`src/rtl/lshifter_pipe.sv`:
```
// Iterative left shifter/rotator: loads one of NCH channel words, then shifts or rotates it
// one bit per clock. Optional macro LSHIFT_NIBBLE_EN lets SHIFT step by 4 while the count allows it.
module lshifter_pipe #(
    parameter int IN_W  = 4,
    parameter int OUT_W = 16,
    parameter int NCH   = 2,
    parameter int SEL_W = 1,
    parameter int AMT_W = 4
) (
    input  logic                  clk,
    input  logic                  rst_n,
    input  logic                  in_valid,
    output logic                  in_ready,
    input  logic [NCH*IN_W-1:0]   in_data,
    input  logic [SEL_W-1:0]      in_sel,
    input  logic [AMT_W-1:0]      in_amt,
    input  logic                  in_mode,
    output logic                  out_valid,
    input  logic                  out_ready,
    output logic [OUT_W-1:0]      out_data,
    output logic [SEL_W-1:0]      out_ch,
    output logic                  out_err,
    output logic                  busy
);

    typedef enum logic [1:0] {IDLE, SHIFT, DONE} state_t;

    state_t             state, state_nxt;
    logic [OUT_W-1:0]   data;
    logic [AMT_W-1:0]   cnt;
    logic               mode;
    logic [SEL_W-1:0]   ch;
    logic               err;

    logic [OUT_W-1:0]   word_ext;
    logic               sel_err;
    logic [OUT_W-1:0]   data_step;
    logic [AMT_W-1:0]   step;
    logic               last;

    function automatic logic [OUT_W-1:0] step1(input logic [OUT_W-1:0] d, input logic rot);
        step1 = {d[OUT_W-2:0], rot & d[OUT_W-1]};
    endfunction

`ifdef LSHIFT_NIBBLE_EN
    function automatic logic [OUT_W-1:0] step4(input logic [OUT_W-1:0] d, input logic rot);
        step4 = {d[OUT_W-5:0], rot ? d[OUT_W-1:OUT_W-4] : 4'b0000};
    endfunction
`endif

    assign in_ready  = (state == IDLE);
    assign out_valid = (state == DONE);
    assign busy      = (state != IDLE);

    // Channel select; an out-of-range select leaves zero data and flags the error.
    always_comb begin
        word_ext = '0;
        sel_err  = 1'b1;
        for (int k = 0; k < NCH; k++) begin
            if (in_sel == SEL_W'(k)) begin
                word_ext = OUT_W'(in_data[k*IN_W +: IN_W]);
                sel_err  = 1'b0;
            end
        end
    end

    always_comb begin
`ifdef LSHIFT_NIBBLE_EN
        if (32'(cnt) >= 4) begin
            data_step = step4(data, mode);
            step      = AMT_W'(4);
        end else begin
            data_step = step1(data, mode);
            step      = AMT_W'(1);
        end
`else
        data_step = step1(data, mode);
        step      = AMT_W'(1);
`endif
        last = (cnt == step);
    end

    always_comb begin
        state_nxt = state;
        case (state)
            IDLE:    if (in_valid) state_nxt = (in_amt == '0) ? DONE : SHIFT;
            SHIFT:   if (last) state_nxt = DONE;
            DONE:    if (out_ready) state_nxt = IDLE;
            default: state_nxt = IDLE;
        endcase
    end

    always_ff @(posedge clk or negedge rst_n) begin
        if (!rst_n) begin
            state <= IDLE;
        end else begin
            state <= state_nxt;
        end
    end

    // Working registers plus a separate result register that only changes on entry to DONE,
    // so out_data is stable for the whole handshake and keeps its value afterwards.
    always_ff @(posedge clk or negedge rst_n) begin
        if (!rst_n) begin
            data     <= '0;
            cnt      <= '0;
            mode     <= 1'b0;
            ch       <= '0;
            err      <= 1'b0;
            out_data <= '0;
            out_ch   <= '0;
            out_err  <= 1'b0;
        end else begin
            case (state)
                IDLE: begin
                    if (in_valid) begin
                        data <= word_ext;
                        cnt  <= in_amt;
                        mode <= in_mode;
                        ch   <= in_sel;
                        err  <= sel_err;
                        if (in_amt == '0) begin
                            out_data <= word_ext;
                            out_ch   <= in_sel;
                            out_err  <= sel_err;
                        end
                    end
                end
                SHIFT: begin
                    data <= data_step;
                    cnt  <= cnt - step;
                    if (last) begin
                        out_data <= data_step;
                        out_ch   <= ch;
                        out_err  <= err;
                    end
                end
                default: ;
            endcase
        end
    end

endmodule

```
`config.mk`:
```
export PLATFORM = sky130hd
export DESIGN_NAME = lshifter_pipe
export DESIGN_NICKNAME = d
export VERILOG_FILES = /design/src/rtl/lshifter_pipe.sv
export SDC_FILE = /design/constraint.sdc
export NUM_CORES = 1
export LEC_CHECK = 0
export CAP_MARGIN = 20
export CORE_MARGIN = 3
export CORE_UTILIZATION = 45
export CTS_BUF_LIST = sky130_fd_sc_hd__clkbuf_4 sky130_fd_sc_hd__clkbuf_8
export DETAILED_ROUTE_END_ITERATION = 10
export PLACE_DENSITY = 0.74
export SLEW_MARGIN = 10
export SYNTH_ARGS = -nofsm -noshare
export SYNTH_HDL_FRONTEND = slang
export SYNTH_SLANG_ARGS = --single-unit
```
`constraint.sdc`:
```
create_clock -name clk -period 1.6 [get_ports clk]
set_input_delay 0.16 -clock clk [delete_from_list [all_inputs] [get_ports clk]]
set_output_delay 0.16 -clock clk [all_outputs]
set_load 0.005 [all_outputs]
```
### Yosys cells after proc, flatten, opt, wreduce, memory -nomap -nowiden

Index checks and enable logic that the tools add are counted.

| word-level totals | value |
|---|---|
| output and inout bits | 21 |
| register bits | 42 |

| cells by class | value |
|---|---|
| bitwise operators | 1 |
| muxes and demuxes | 22 |
| equality and inequality tests | 7 |
| add/sub/neg operators | 1 |
| reductions and logical operators | 8 |

Operators with widths:

| operator | count |
|---|---|
| two-way mux 16 bit | 4 |
| case mux 16 bit (2 select lines) | 2 |
| two-way mux 2 bit | 4 |
| two-way mux 4 bit | 2 |
| case mux 4 bit (2 select lines) | 1 |
| two-way mux 1 bit | 6 |
| case mux 2 bit (3 select lines) | 1 |
| equality test 4 x 1 -> 1 bit, second input constant | 1 |
| logical NOT 4 bit | 1 |
| inequality test 2 x 1 -> 1 bit, second input constant | 2 |
| inequality test 2 bit, second input constant | 2 |
| case mux 1 bit (2 select lines) | 2 |
| AND reduction 2 bit | 2 |
| AND reduction 4 bit | 1 |
| nonzero test 2 bit | 2 |
| subtractor 4 x 1 -> 4 bit, second input constant | 1 |
| AND reduction 3 bit | 1 |
| equality test 2 x 1 -> 1 bit, second input constant | 1 |
| equality test 2 bit, second input constant | 1 |
| logical NOT 2 bit | 1 |
| bitwise AND 1 bit | 1 |

### Depth between registers and ports, before layout

| depth | value |
|---|---|
| word-level depth | 4 |
| depth in mapped cells | 6 |
| mapped depth without buffers | 5 |

### Least setup slack after synthesis

OpenSTA, ideal clock, no wires.

| timing path | value |
|---|---|
| path kind | register to register |
| start point | register cnt[1] |
| end point | register out_data[0] |
| cell stages (with the launch flop) | 7 |
| data arrival time | 1.548 ns |
| slack | -0.073 ns |
| path buffers | 1 |
| path through | dfrtp_1 -> inv_1 -> ha_1 -> nor3b_1 -> a32oi_4 -> buf_12 -> mux2_4 |

| on the way | value |
|---|---|
| word-level cells in the longest chain between the ends | 3 |

RTL lines:

| item | line | source |
|---|---|---|
| start, declared | 30 | `logic [AMT_W-1:0] cnt;` |
| start signal, assigned | 118 | `cnt <= in_amt;` |
| start signal, assigned | 131 | `cnt <= cnt - step;` |
| equality test 4 x 1 -> 1 bit | 80 | `last = (cnt == step);` |
| inequality test 2 bit (no source line) | -- |  |
| AND reduction 4 bit (no source line) | -- |  |
| end signal, assigned | 123 | `out_data <= word_ext;` |
| end signal, assigned | 133 | `out_data <= data_step;` |
| end, declared | 20 | `output logic [OUT_W-1:0] out_data,` |

No other way between the ends.
A chain may end at the register's enable or synchronous reset.

### Final worst setup path

| timing path | value |
|---|---|
| start point | register cnt[1] |
| end point | register out_data[12] |

The elaborated chain is that of the path after synthesis.

==> impl_metrics.ini <==
[sta]
whs_ns = 0.4503
fin_worst_skew_ns = 0.005630
period_share_pct = 100.1
slew-limit-headroom_pct = 66.58
finalHoldViolCount = 0
tightest_slew_ns = 0.5014
fmax_ghz = 0.6247
rsz0062_at_grt = true
drv_slew = 0
fin_setup_tns_ns = -0.001301
fin_crit_ns = 1.601
setup_violations = 2
layout_setup_ws_ns = -0.0008272

[run]
cap_violations = 0

[run_status]
status = finished, violations left
violations = setup timing

[floorplanning]
fp.dieArea_um2 = 5021
core-area_um2 = 3854
start_util_pct = 49.12
die_w_um = 70.86
ios = 39
die_h_um = 70.86
num_rows = 22

[critical_path]
cp-start-kind = register
cp.required_ns = 1.77
end_kind = register
crit_chain = inv_2, ha_2, nor3b_4, a32oi_4, buf_12, mux2_2
cpPeakStageDelay_ns = 0.37
crit_slowest_cell = dfrtp_1
arrival_ns = 1.77
path_max_fanout = 17
critical_path_class = register to register

[grt]
grt_pass1_wl_um = 6872
antenna_found_initial = 0
grt_use_total_pct = 17.65
overflow = 0
grt_pass1_vias = 1442
grt_max_degree = 42

[logic_synthesis]
synth.most_common_cell = dfrtp_1
netlist_top_cells_area = dfrtp_1 54%, mux2_2 8.9%, a21o_1 4.8%
synth_edf_count = 0
synth_cell_types = 32
synth_top_flop_cell = dfrtp_1
synth_top_cell_by_area = dfrtp_1
yosysWarnings = 0
synthArstFlopShare_pct = 100.0
synth_area_um2 = 1893
synthCells = 147
syn_area_per_cell_um2 = 12.88
ys_top_cells_by_count = 41 x dfrtp_1, 15 x mux2_2, 12 x a21o_1, 12 x and2_1, 10 x inv_1
synth_top_area_share_pct = 54.20
syn_nets = 167
yosysSeqAreaShare_pct = 54.20
ys_seq_elements = 41

[placed_design]
postPlaceCellArea_um2 = 2427
place_congestion = 0.7854
dp_hpwl_um = 2716
portBuffers = 37

[power]
p_sw_share_pct = 30.22
leakage_nw = 1.364
pwr-share-clk_pct = 18.8
seq_power_share_pct = 38.2
p_switching_mw = 1.378
p_int_mw = 3.182
powerDensity_nw_per_um2 = 1736
combPwrFrac_pct = 43.0
ir_drop_uv = 1023

[cells_and_area]
nets = 229
syn_to_final_growth_pct = 38.80
drive_above_1_share_pct = 31.90
final_area_um2 = 2628
antenna_cells = 0
fin_util_pct = 68.18

[clock_network]
htreeDepth = 2
ctsRootBufferMaster = clkbuf_8
clock_path_buffers = 2
insertion_delay_ns = 0.29
cts_tree = yes
clk_pin_slew_worst_paths_ns = 0.08
cts_buffers = 5
cts_num_sinks = 41

[detailed_routing]
via_per_inst = 5.178
vias = 1336
ant_nets = 0
wl_um = 3917
drtPass1Iterations = 4
drt-wirelength-per-cell_um = 15.18
drc_errors = 0
drtIter0Drc = 42

[worst_hold_path]
hold_path.class = primary input to asynchronous set/reset pin
final timing paths:
| kind | start | cells after the start | slack [ns] | end |
|---|---|---|---|---|
| max | cnt[1] | 6 | -0.0008 | out_data[12] |
| min | rst_n | 3 | 0.45 | ch |
| max reg2reg | cnt[1] | 6 | -0.0008 | out_data[12] |
| min reg2reg | data[12] | 1 | 0.47 | data[12] |
| max in group asynchronous | rst_n | 3 | 0.78 | state[0] |
| min in group clk | out_ready | 2 | 0.47 | state[1] |
critical path: cells and delay by family, from the launching register on:
kind	cells	cell delay (ns)
mux	1	0.34
fa+ha+maj	1	0.16
flops	1	0.37
compound gates	1	0.21
simple gates	1	0.15
buf+inv	2	0.24
area by class of cell:
class	instances	area, um^2
fill	291	1226
timing repair buffer	63	575.6
multi-input combinational	88	805.8
tap	48	60.06
inverter	10	37.54
sequential	41	1028
clock inverter	1	30.03
clock buffer	7	90.09
power groups by stage:
stage	logic [mW]	clock network (mW)	registers (mW)
global route	2.16	0.932	1.80
floorplan	1.05	0	1.70
global placement	1.78	0	1.73
detailed placement	1.85	0	1.75
CTS	1.96	0.886	1.73
finish	1.96	0.858	1.74
through the flow:
stage | setup slack, ns | std cells | power, mW
2_1_floorplan | -0.06326 | 147 | 2.750
6_report | -0.0008272 | 258 | 4.560
3_3_place_gp | -0.1318 | 242 | 3.508
5_1_grt | -0.06749 | 258 | 4.887
4_1_cts | -0.01455 | 258 | 4.578
3_5_place_dp | -0.1685 | 242 | 3.593
kinds of logic (layout without fill, tap and decap cells):
logic type      count (synthesis)  after routing  synth area share (%)
flops                          41             41                 54.20
buf+inv                        18             81                 4.759
compound gates                 29             29                 12.03
simple gates                   27             27                 9.584
fa+ha+maj                       2              2                 1.322
other cells                     1              1                0.1981
mux                            29             29                 17.91
cells in the final DEF, fill, tap and decap left out, types with 2 or more instances in the layout:
| master | netlist | layout |
|---|---|---|
| clkdlybuf4s50_1 | 0 | 33 |
| dfrtp_2 | 0 | 2 |
| o21ai_0 | 4 | 4 |
| clkbuf_8 | 0 | 6 |
| nand2_1 | 5 | 5 |
| dlygate4sd2_1 | 0 | 3 |
| dfrtp_1 | 41 | 39 |
| o22a_1 | 2 | 2 |
| mux2_4 | 6 | 7 |
| a21o_1 | 12 | 12 |
| and2_1 | 12 | 11 |
| a21oi_1 | 3 | 3 |
| nor3b_1 | 3 | 2 |
| mux2i_1 | 8 | 7 |
| a211oi_1 | 2 | 2 |
| mux2_2 | 15 | 14 |
| inv_1 | 10 | 9 |
| buf_4 | 1 | 23 |
state kept, by name, indices dropped and copies added, names as in the netlist:
| register | flops |
|---|---|
| mode | 1 |
| cnt | 4 |
| ch | 1 |
| state | 2 |
| out_ch | 1 |
| out_data | 16 |
| data | 16 |
routing by layer:
metal,global-route usage (%),up-vias,share of wire [%]
li1,-,633,-
met1,22.17,659,43
met2,29.04,34,50
met3,4.403,10,4.6
met4,7.307,0,2.6
met5,0,-,0
repair_timing:
action	CTS	global route
setup buffers	7	0
endpoints found under the setup margin	11	17
endpoints found under the hold margin	41	0
resized for setup	7	4
hold buffers	1	0
pin swaps	1	0
(Power assumes the default switching activity.)
